$ cat src/rtl/npc_pkg.sv
// rtl/npc_pkg.sv - shared constants, IFU state encoding and PC helper
package npc_pkg;

    localparam int          INST_W           = 32;
    localparam int          PC_W             = 32;
    localparam logic [31:0] RESET_PC_DEFAULT = 32'h8000_0000;

    typedef enum logic [1:0] {
        IFU_REQ  = 2'd0,
        IFU_WAIT = 2'd1,
        IFU_DROP = 2'd2
    } ifu_state_t;

    // Fetch addresses are always word aligned; low bits of a target are dropped.
    function automatic logic [PC_W-1:0] align_pc(input logic [PC_W-1:0] pc);
        return {pc[PC_W-1:2], 2'b00};
    endfunction

endpackage

$ cat src/rtl/ifu_fifo.sv
// rtl/ifu_fifo.sv - instruction buffer with push/pop/flush and occupancy count
module ifu_fifo #(
    parameter int WIDTH = 64,
    parameter int DEPTH = 2,
    localparam int AW   = (DEPTH > 1) ? $clog2(DEPTH) : 1,
    localparam int CW   = AW + 1
) (
    input  logic             clk,
    input  logic             rst,
    input  logic             push,
    input  logic [WIDTH-1:0] push_data,
    input  logic             pop,
    input  logic             flush,
    output logic [WIDTH-1:0] pop_data,
    output logic             full,
    output logic             empty,
    output logic [CW-1:0]    count
);

    logic [WIDTH-1:0] mem [DEPTH];
    logic [AW-1:0]    wr_ptr;
    logic [AW-1:0]    rd_ptr;
    logic             do_push;
    logic             do_pop;

    assign full     = (count == CW'(DEPTH));
    assign empty    = (count == '0);
    assign do_pop   = pop && !empty;
    // A push into a full buffer is only legal when the head leaves in the same edge.
    assign do_push  = push && (!full || do_pop);
    assign pop_data = mem[rd_ptr];

    always_ff @(posedge clk or posedge rst) begin
        if (rst) begin
            wr_ptr <= '0;
            rd_ptr <= '0;
            count  <= '0;
            for (int i = 0; i < DEPTH; i++) begin
                mem[i] <= '0;
            end
        end else if (flush) begin
            wr_ptr <= '0;
            rd_ptr <= '0;
            count  <= '0;
        end else begin
            if (do_push) begin
                mem[wr_ptr] <= push_data;
                wr_ptr      <= wr_ptr + AW'(1);
            end
            if (do_pop) begin
                rd_ptr <= rd_ptr + AW'(1);
            end
            count <= count + CW'(do_push) - CW'(do_pop);
        end
    end

endmodule

$ cat src/rtl/ifu.sv
// rtl/ifu.sv - instruction fetch unit: single-outstanding fetch FSM, PC and redirect handling
module ifu
    import npc_pkg::*;
#(
    parameter logic [31:0] RESET_PC  = RESET_PC_DEFAULT,
    parameter int          BUF_DEPTH = 2
) (
    input  logic              clk,
    input  logic              rst,
    output logic              mem_req_valid,
    input  logic              mem_req_ready,
    output logic [PC_W-1:0]   mem_req_addr,
    input  logic              mem_resp_valid,
    input  logic [INST_W-1:0] mem_resp_data,
    output logic              inst_valid,
    input  logic              inst_ready,
    output logic [INST_W-1:0] inst,
    output logic [PC_W-1:0]   inst_pc,
    input  logic              redirect_valid,
    input  logic [PC_W-1:0]   redirect_pc
);

    localparam int CW = ((BUF_DEPTH > 1) ? $clog2(BUF_DEPTH) : 1) + 1;

    ifu_state_t              state;
    ifu_state_t              state_nxt;
    logic [PC_W-1:0]         fetch_pc;
    logic [PC_W-1:0]         fetch_pc_nxt;
    logic [PC_W-1:0]         inflight_pc;
    logic [PC_W-1:0]         inflight_pc_nxt;
    logic [PC_W-1:0]         redirect_target;

    logic [CW-1:0]           occ;
    logic                    buf_full;
    logic                    buf_empty;
    logic                    buf_push;
    logic                    buf_pop;
    logic [PC_W+INST_W-1:0]  buf_head;
    logic                    has_room;
    logic                    req_fire;

    assign redirect_target = align_pc(redirect_pc);

    // Requests only issue from REQ, where nothing is outstanding, so occupancy
    // alone already accounts for the request about to go out.
    assign has_room      = (occ < CW'(BUF_DEPTH));
    assign mem_req_valid = !rst && (state == IFU_REQ) && has_room;
    assign mem_req_addr  = fetch_pc;
    assign req_fire      = mem_req_valid && mem_req_ready;

    assign inst_valid = !buf_empty && !redirect_valid;
    assign buf_pop    = inst_valid && inst_ready;
    assign buf_push   = (state == IFU_WAIT) && mem_resp_valid && !redirect_valid
                        && (!buf_full || buf_pop);

    assign inst    = buf_head[INST_W-1:0];
    assign inst_pc = buf_head[PC_W+INST_W-1:INST_W];

    always_comb begin
        state_nxt       = state;
        fetch_pc_nxt    = fetch_pc;
        inflight_pc_nxt = inflight_pc;
        case (state)
            IFU_REQ: begin
                if (req_fire) begin
                    inflight_pc_nxt = fetch_pc;
                    fetch_pc_nxt    = fetch_pc + 32'd4;
                    state_nxt       = redirect_valid ? IFU_DROP : IFU_WAIT;
                end
            end
            IFU_WAIT: begin
                if (mem_resp_valid) begin
                    state_nxt = IFU_REQ;
                end else if (redirect_valid) begin
                    state_nxt = IFU_DROP;
                end
            end
            IFU_DROP: begin
                if (mem_resp_valid) begin
                    state_nxt = IFU_REQ;
                end
            end
            default: begin
                state_nxt = IFU_REQ;
            end
        endcase
        // A redirect always wins over the sequential increment.
        if (redirect_valid) begin
            fetch_pc_nxt = redirect_target;
        end
    end

    always_ff @(posedge clk or posedge rst) begin
        if (rst) begin
            state       <= IFU_REQ;
            fetch_pc    <= RESET_PC;
            inflight_pc <= '0;
        end else begin
            state       <= state_nxt;
            fetch_pc    <= fetch_pc_nxt;
            inflight_pc <= inflight_pc_nxt;
        end
    end

    ifu_fifo #(
        .WIDTH (PC_W + INST_W),
        .DEPTH (BUF_DEPTH)
    ) u_buf (
        .clk       (clk),
        .rst       (rst),
        .push      (buf_push),
        .push_data ({inflight_pc, mem_resp_data}),
        .pop       (buf_pop),
        .flush     (redirect_valid),
        .pop_data  (buf_head),
        .full      (buf_full),
        .empty     (buf_empty),
        .count     (occ)
    );

endmodule

$ cat config.mk
export PLATFORM = sky130hd
export DESIGN_NAME = ifu
export DESIGN_NICKNAME = d
export VERILOG_FILES = /design/src/rtl/npc_pkg.sv /design/src/rtl/ifu_fifo.sv /design/src/rtl/ifu.sv
export SDC_FILE = /design/constraint.sdc
export NUM_CORES = 1
export LEC_CHECK = 0
export CAP_MARGIN = 20
export CORE_UTILIZATION = 52
export CTS_CLUSTER_SIZE = 24
export DETAILED_ROUTE_END_ITERATION = 16
export GPL_ROUTABILITY_DRIVEN = 0
export HOLD_SLACK_MARGIN = 0.08
export PLACE_DENSITY_LB_ADDON = 0.2
export SYNTH_ARGS = -nofsm -noshare
export SYNTH_HDL_FRONTEND = slang
export SYNTH_SLANG_ARGS = --single-unit
$ cat constraint.sdc
create_clock -name clk -period 7.8 [get_ports clk]
set_clock_uncertainty 0.1 [all_clocks]
set_input_delay 1.56 -clock clk [delete_from_list [all_inputs] [get_ports clk]]
set_output_delay 1.56 -clock clk [all_outputs]
set_load 0.1 [all_outputs]
==> flow_metrics.env, run 1 <==
export IMPL_run_status="complete, no violations"
export IMPL_finalHoldViolCount=0
export IMPL_io_buffer_count=161
export IMPL_synth_top_area_frac=0.551
export IMPL_cts_buffers=17
export IMPL_cts_resized=0
export IMPL_synthTopCellsByCount="213 x mux2_2, 189 x dfrtp_1, 33 x clkbuf_1, 30 x nand2_1, 19 x nor2_1"
export IMPL_drc=0
export IMPL_instances_no_fill=1030
export IMPL_hold_depth=1
export IMPL_vias=5782
export IMPL_min_period_ns=5.65
export IMPL_grt_ovfl_total=0
export IMPL_drtIter0Drc=200
export IMPL_dp_cells=998
export IMPL_routedWlPerCell_um=18.2
export IMPL_synthArstFlopShare=1.00
export IMPL_antenna_left=0
export IMPL_hp_start="u_buf.mem[40]"
export IMPL_clk_pin_slew_ns=0.06
export IMPL_dieArea_mm2=0.0170
export IMPL_reg2regPathDepth=5
export IMPL_power_w=0.00420
export IMPL_dp_hpwl_um=12400
export IMPL_register_area_mm2=0.00476
export IMPL_via_per_inst=5.61
export IMPL_slew_viol_final=0
export IMPL_setup_worst_path_class="primary input to primary output"
export IMPL_timing_slew_headroom=0.309
export IMPL_synth_top_cell_by_area="dfrtp_1"
export IMPL_core_area_mm2=0.0160
export IMPL_setup_viol_count_final=0
export IMPL_synthToLayoutAreaGrowth_pct=28.5
export IMPL_hold_buffers=0
export IMPL_avgSynthCellArea_um2=13.1
export IMPL_synth_seq_cells=190
export IMPL_rsz0062_at_grt="no"
export IMPL_multi_input_area_mm2=0.00364
export IMPL_cts_max_level=4
export IMPL_dieWidth_um=131
export IMPL_syn_area_mm2=0.00859
export IMPL_nets=874
export IMPL_cp_max_fo=8
export IMPL_grt_max_degree=120
export IMPL_endpoint_kind="primary output"
export IMPL_finalSetupTns_ns=0
export IMPL_clock_sinks=190
export IMPL_ys_types=42
export IMPL_worstPathRequired_ns=6.14
export IMPL_reg2reg_to="u_buf.mem[123]"
export IMPL_holdCritPathClass="register to register"
export IMPL_leakage_nw=4.83
export IMPL_r2r_start="state[1]"
export IMPL_powerDensity_mw_per_mm2=381
export IMPL_start_util=0.537
export IMPL_critPathLaunchType="primary input"
export IMPL_synth_warnings=0
export IMPL_holdPathEnd="u_buf.mem[40]"
export IMPL_fmaxAchievable_mhz=177
export IMPL_tightest_slew_ns=1.03
export IMPL_synth_edff_count=0
export IMPL_die_height_um=131
export IMPL_yosysMostFrequentCell="mux2_2"
export IMPL_track_usage=0.229
export IMPL_synth_top_flop_cell="dfrtp_1"
export IMPL_drive_gt1_frac=0.322
export IMPL_peakVddDrop_uv=289
export IMPL_drtPass1Iterations=6
export IMPL_final_period_utilization=0.724
export IMPL_grt_pass1_wl_um=30100
export IMPL_netlist_instances=654
export IMPL_antennaDiodeCount=0
export IMPL_yosys_top_cells_area="dfrtp_1 55%, mux2_2 28%, or4_1 1.6%"
export IMPL_grt_pass1_vias=5985
export IMPL_wl_um=18700
export IMPL_root_buffer="clkbuf_16"
export IMPL_clock_latency_ns=0.42
export IMPL_seq_area_frac_synth=0.554
export IMPL_pin_count=168
export IMPL_arrival_ns=3.99
export IMPL_placement_rows=46
export IMPL_fillers=1189
export IMPL_cts_tree="done"
export IMPL_maxCapViolCount=0
export IMPL_reg2reg_slack_ns=5.01
export IMPL_antenna_found_initial=0
export IMPL_post_cts_setup_buffers=0
export IMPL_ctsLongestPathBuffers=2
-- cells in the final DEF (no fill, tap or decap), drive strengths merged, types with 2 or more instances in the layout --
cell type	n
nor2b	4
clkdlybuf4s50	161
clkinv	4
a31oi	13
o21ai	18
mux2	213
and2	5
inv	10
or4	20
ha	3
and4	3
nand3	17
nor3	2
conb	4
dfrtp	189
clkbuf	19
nor4	2
buf	5
and3	3
o31ai	10
o211ai	6
xnor2	6
nand4	10
a21oi	4
or2	4
clkinvlp	3
xor2	5
nand2	30
nor2	19
or3	5
mux2i	2
bufinv	5
-- cell type report --
class                   count  area share
clock inverters            13      0.0193
flip-flops and latches    190       0.431
multi-input cells         417       0.330
clock buffers              19      0.0401
well taps                 216      0.0245
repair buffers            166       0.151
inverters                   9     0.00374
-- worst max-delay path: stages --
cell	delay (ns)
clkdlybuf4s50_1	0.54
or4_4	0.53
inv_1	0.18
clkdlybuf4s50_1	1.17
-- metal layers --
| layer | global-route usage | vias to the layer above | wire [um] |
|---|---|---|---|
| met1 | 0.291 | 2937 | 7900 |
| met2 | 0.390 | 152 | 9600 |
| met5 | 0 | - | 0 |
| li1 | - | 2666 | - |
| met3 | 0.0476 | 27 | 862 |
| met4 | 0.0825 | 0 | 349 |
-- state kept, by name (all words and copies together) (netlist names) --
signal	count
u_buf.mem	124
inflight_pc	30
mem_req_addr	30
state	2
u_buf.count	2
u_buf.rd_ptr	1
u_buf.wr_ptr	1
-- kinds of logic after synthesis --
| family | count (synthesis) | share of synthesized area |
|---|---|---|
| AOI/OAI and AO/OA | 56 | 0.0412 |
| xor gates and xnor gates | 11 | 0.0112 |
| adders and majority gates | 3 | 0.00437 |
| buffers and inverters | 50 | 0.0255 |
| DFF | 190 | 0.554 |
| muxes | 215 | 0.282 |
| other | 1 | 0.000437 |
| and+or+nand+nor | 128 | 0.0819 |
-- stage by stage --
step	area [um2]	hold slack (ns)	setup slack, ns	util
after floorplan	8600	0.362	0.971	-
after global placement	10400	0.379	2.19	0.647
after detailed placement	10400	0.387	2.18	0.649
after CTS	11000	0.402	2.17	0.690
after global routing	11000	0.411	2.11	0.690
final	11000	0.400	2.15	0.690
-- report_power, final --
part | switching [W] | internal (W) | total (W) | leakage [nW]
sequential | 0.000137 | 0.00120 | 0.00133 | 2.42
combinational | 0.00138 | 0.000541 | 0.00192 | 2.09
clock | 0.000365 | 0.000580 | 0.000944 | 0.310
-- worst max-delay path by stage --
stage | cells after the start | end | start
global placement | 4 | mem_req_valid | rst
floorplan | 1 | inflight_pc[10] | rst
global route | 4 | mem_req_valid | rst
CTS | 4 | mem_req_valid | rst
finish | 4 | mem_req_valid | rst
detailed placement | 4 | mem_req_valid | rst
Power figures use the tool's default switching activity.
==> run 2, diff against run 1 <==
Settings changed: CORE_UTILIZATION 52 to 47.
Clock period 7.8 ns to 4.6 ns, I/O delays scaled along.
==> flow_metrics.env, run 2 (same netlist as run 1, synthesis figures left out) <==
export IMPL_holdPathEnd="u_buf.mem[101]"
export IMPL_drc=0
export IMPL_placement_rows=49
export IMPL_vias=5738
export IMPL_cp_max_fo=38
export IMPL_met2_usage=0.359
export IMPL_power_w=0.00707
export IMPL_tightest_slew_ns=1.03
export IMPL_ctsLongestPathBuffers=2
export IMPL_register_area_mm2=0.00476
export IMPL_grt_ovfl_total=0
export IMPL_pin_count=168
export IMPL_peakVddDrop_uv=460
export IMPL_largest_reg_flops=124
export IMPL_drtPass1Iterations=4
export IMPL_worstPathRequired_ns=3.58
export IMPL_endpoint_kind="primary output"
export IMPL_setup_viol_count_final=0
export IMPL_timing_slew_headroom=0.310
export IMPL_pre_cts_ws_ns=1.03
export IMPL_grt_pass1_wl_um=30600
export IMPL_nets=875
export IMPL_io_buffer_count=161
export IMPL_top_register="u_buf.mem"
export IMPL_min_period_ns=4.00
export IMPL_hold_buffers=0
export IMPL_drive_gt1_frac=0.322
export IMPL_grt_pass1_vias=6072
export IMPL_reg2reg_to="mem_req_addr[17]"
export IMPL_dp_hpwl_um=12800
export IMPL_arrival_ns=2.98
export IMPL_start_util=0.478
export IMPL_instances_no_fill=1044
export IMPL_antenna_found_initial=1
export IMPL_setup_worst_path_class="register to primary output"
export IMPL_track_usage=0.213
export IMPL_multi_input_area_mm2=0.00364
export IMPL_reg2regPathDepth=4
export IMPL_grt_max_degree=84
export IMPL_fin_ws_ns=0.598
export IMPL_use_met1=0.265
export IMPL_hold_depth=1
export IMPL_powerDensity_mw_per_mm2=640
export IMPL_clock_latency_ns=0.42
export IMPL_dp_cells=1012
export IMPL_antenna_left=0
export IMPL_cts_tree="done"
export IMPL_via_per_inst=5.50
export IMPL_routedWlPerCell_um=18.5
export IMPL_cts_max_level=4
export IMPL_dieWidth_um=137
export IMPL_leakage_nw=4.82
export IMPL_final_period_utilization=0.870
export IMPL_rsz0062_at_grt="no"
export IMPL_finalSetupTns_ns=0
export IMPL_most_common_layout_cells="213 x mux2_2, 188 x dfrtp_1, 159 x clkdlybuf4s50_1"
export IMPL_mostFrequentLayoutCell="mux2_2"
export IMPL_drtIter0Drc=179
export IMPL_synthToLayoutAreaGrowth_pct=28.6
export IMPL_maxCapViolCount=0
export IMPL_met3_usage=0.0442
export IMPL_fillers=1377
export IMPL_dieArea_mm2=0.0188
export IMPL_cts_buffers=17
export IMPL_cts_resized=0
export IMPL_post_cts_setup_buffers=0
export IMPL_clock_sinks=190
export IMPL_hp_start="u_buf.mem[101]"
export IMPL_clk_pin_slew_ns=0.07
export IMPL_slew_viol_final=0
export IMPL_reg2reg_slack_ns=1.97
export IMPL_r2r_start="state[1]"
export IMPL_grt_busiest_layer="met2"
export IMPL_fmaxAchievable_mhz=250
export IMPL_critPathLaunchType="register"
export IMPL_holdCritPathClass="register to register"
export IMPL_core_area_mm2=0.0180
export IMPL_root_buffer="clkbuf_16"
export IMPL_wl_um=19300
export IMPL_finalHoldViolCount=0
export IMPL_run_status="complete, no violations"
export IMPL_die_height_um=137
run 2: changes by cell type in the layout (fill, tap and decap cells not counted), sizes merged:
| cell | change |
|---|---|
| buf | +3 |
| clkbuf | +2 |
| clkdlybuf4s50 | -2 |
| bufinv | -1 |
| clkinv | -1 |
| diode | +1 |
| inv | -1 |
run 2: stage by stage:
stage,hold WS (ns),util,area (um2)
global route,0.411,0.615,11000
global placement,0.379,0.580,10400
floorplan,0.362,-,8600
CTS,0.403,0.614,11000
finish,0.402,0.615,11000
detailed placement,0.387,0.580,10400
run 2: area by class of cell:
class | count | area share
Antenna cell | 1 | 0.000227
Sequential cell | 190 | 0.431
Multi-Input combinational cell | 417 | 0.330
Clock buffer | 21 | 0.0408
Inverter | 9 | 0.00340
Timing Repair Buffer | 167 | 0.154
Tap cell | 229 | 0.0260
Clock inverter | 10 | 0.0147
run 2: worst max path at each step:
stage	start	end	slack, ns	depth (start not counted)
after floorplan	redirect_valid	u_buf.count[0]	1.08	7
after detailed placement	u_buf.rd_ptr	inst_pc[18]	1.03	3
final	u_buf.rd_ptr	inst_pc[3]	0.60	3
after global placement	u_buf.rd_ptr	inst_pc[18]	1.05	3
after global routing	u_buf.rd_ptr	inst_pc[3]	0.51	3
after CTS	u_buf.rd_ptr	inst_pc[3]	0.57	3
run 2: metal layers:
layer  wire length, um  share of wire  vias to the layer above
li1                  -              -                     2668
met1              8460           0.44                     2908
met2              9600           0.50                      131
met3               799          0.041                       31
met4               460          0.024                        0
met5                 0              0                        -
run 2: critical path, stage by stage, from the launching register on:
cell	delay, ns
dfrtp_2	0.83
buf_12	0.34
mux2_2	0.40
clkdlybuf4s50_1	0.98
run 2: power by group:
group | leakage, nW | switching, W | internal, W
sequential | 2.42 | 0.000234 | 0.00203
clock | 0.294 | 0.000621 | 0.000923
combinational | 2.10 | 0.00234 | 0.000922
==> run 3, diff against run 2 <==
Settings changed: CAP_MARGIN 20 to 40, CORE_UTILIZATION 47 to 45.
==> flow_metrics.env, run 3 (same netlist as run 1, synthesis figures left out) <==
export IMPL_tightest_slew_ns=0.569
export IMPL_pin_count=168
export IMPL_swShare=0.431
export IMPL_dp_cells=1109
export IMPL_wl_um=20000
export IMPL_final_period_utilization=0.797
export IMPL_ctsLongestPathBuffers=2
export IMPL_cts_resized=0
export IMPL_powerDensity_mw_per_mm2=627
export IMPL_fillers=1292
export IMPL_antenna_left=0
export IMPL_drive_gt1_frac=0.399
export IMPL_clock_sinks=190
export IMPL_p_switching_w=0.00340
export IMPL_nets=967
export IMPL_slew_viol_final=0
export IMPL_cts_buffers=17
export IMPL_cts_max_level=4
export IMPL_core_area_mm2=0.0187
export IMPL_largest_reg_flops=124
export IMPL_top_register="u_buf.mem"
export IMPL_antenna_found_initial=1
export IMPL_arrival_ns=2.65
export IMPL_min_period_ns=3.67
export IMPL_finalSetupTns_ns=0
export IMPL_drtPass1Iterations=10
export IMPL_holdCritPathClass="register to register"
export IMPL_finalHoldViolCount=0
export IMPL_most_common_layout_cells="213 x mux2_2, 188 x dfrtp_1, 154 x clkdlybuf4s50_1"
export IMPL_dieArea_mm2=0.0196
export IMPL_run_status="complete, but fails checks"
export IMPL_clock_latency_ns=0.43
export IMPL_placement_rows=50
export IMPL_io_buffer_count=161
export IMPL_post_cts_setup_buffers=0
export IMPL_critPathLaunchType="register"
export IMPL_instances_no_fill=1142
export IMPL_grt_pass1_wl_um=33000
export IMPL_track_usage=0.216
export IMPL_mostFrequentLayoutCell="mux2_2"
export IMPL_rsz0062_at_grt="no"
export IMPL_routedWlPerCell_um=17.6
export IMPL_setup_worst_path_class="register to primary output"
export IMPL_via_per_inst=5.42
export IMPL_clk_pin_slew_ns=0.07
export IMPL_intPower_w=0.00449
export IMPL_synthToLayoutAreaGrowth_pct=46.6
export IMPL_grt_max_degree=107
export IMPL_timing_slew_headroom=0.620
export IMPL_worstPathRequired_ns=3.58
export IMPL_pwr_share_comb=0.528
export IMPL_die_height_um=140
export IMPL_violations="DRC"
export IMPL_drc=1
export IMPL_root_buffer="clkbuf_16"
export IMPL_start_util=0.459
export IMPL_p_seq_frac=0.287
export IMPL_clkPwrFrac=0.185
export IMPL_maxCapViolCount=0
export IMPL_leakage_nw=5.58
export IMPL_peakVddDrop_uv=418
export IMPL_cts_tree="done"
export IMPL_drtIter0Drc=268
export IMPL_grt_pass1_vias=6452
export IMPL_hold_buffers=0
export IMPL_dp_hpwl_um=14100
export IMPL_cp_max_fo=26
export IMPL_grt_ovfl_total=0
export IMPL_setup_viol_count_final=0
export IMPL_vias=6186
export IMPL_dieWidth_um=140
export IMPL_endpoint_kind="primary output"
export IMPL_power_w=0.00790
export IMPL_fmaxAchievable_mhz=273
run 3: changes by cell type in the layout (fill, tap and decap cells not counted), moves of 2 or more:
cell,before,now
bufinv_16,4,1
buf_8,0,71
clkbuf_8,1,3
buf_4,4,13
buf_16,0,19
inv_8,0,2
buf_12,4,2
clkdlybuf4s50_1,159,154
clkbuf_1,3,0
inv_6,1,5
run 3: layout make-up:
type	instances	area, um2	share of cell area
antenna	1	2.50	0.000199
clock buffer	20	467	0.0371
clock inverter	12	124	0.00984
inverter	9	37.5	0.00298
multi-input combinational	417	3640	0.289
sequential	190	4760	0.378
tap	234	293	0.0233
timing repair buffer	259	3270	0.260
run 3: final timing paths:
| path | start | endpoint | slack [ns] | cells past startpoint |
|---|---|---|---|---|
| worst min register to register | u_buf.mem[61] | u_buf.mem[61] | 0.40 | 1 |
| max in group asynchronous | rst | u_buf.mem[78] | 2.94 | 4 |
| worst max register to register | state[1] | mem_req_addr[31] | 1.97 | 4 |
| worst max-delay path | u_buf.rd_ptr | inst_pc[8] | 0.93 | 4 |
| min in group asynchronous | rst | inflight_pc[9] | 0.86 | 3 |
| worst min-delay path | u_buf.mem[61] | u_buf.mem[61] | 0.40 | 1 |
run 3: stage by stage:
step	cell area, um2	setup WS (ns)	hold WS [ns]	util
2_1_floorplan	8600	1.08	0.362	-
3_3_place_gp	10400	1.08	0.381	0.556
3_5_place_dp	12000	1.11	0.387	0.641
4_1_cts	12600	0.890	0.402	0.673
5_1_grt	12600	0.833	0.407	0.673
6_report	12600	0.935	0.400	0.673
run 3: power groups by stage:
stage	logic (W)	registers (W)	clock network, W
floorplan	0.00243	0.00239	0
global placement	0.00323	0.00225	0
detailed placement	0.00419	0.00230	0
CTS	0.00420	0.00227	0.00150
global route	0.00430	0.00231	0.00157
finish	0.00417	0.00226	0.00146
run 3: worst max-delay path, stage by stage (launching register included):
cell	delay, ns
dfrtp_2	0.66
buf_4	0.44
mux2_2	0.38
clkdlybuf4s50_1	0.51
buf_16	0.21
run 3: layer usage:
metal	wire [um]	global-route usage
met1	8620	0.271
met2	10200	0.364
met3	656	0.0390
met4	541	0.0954
met5	0	0
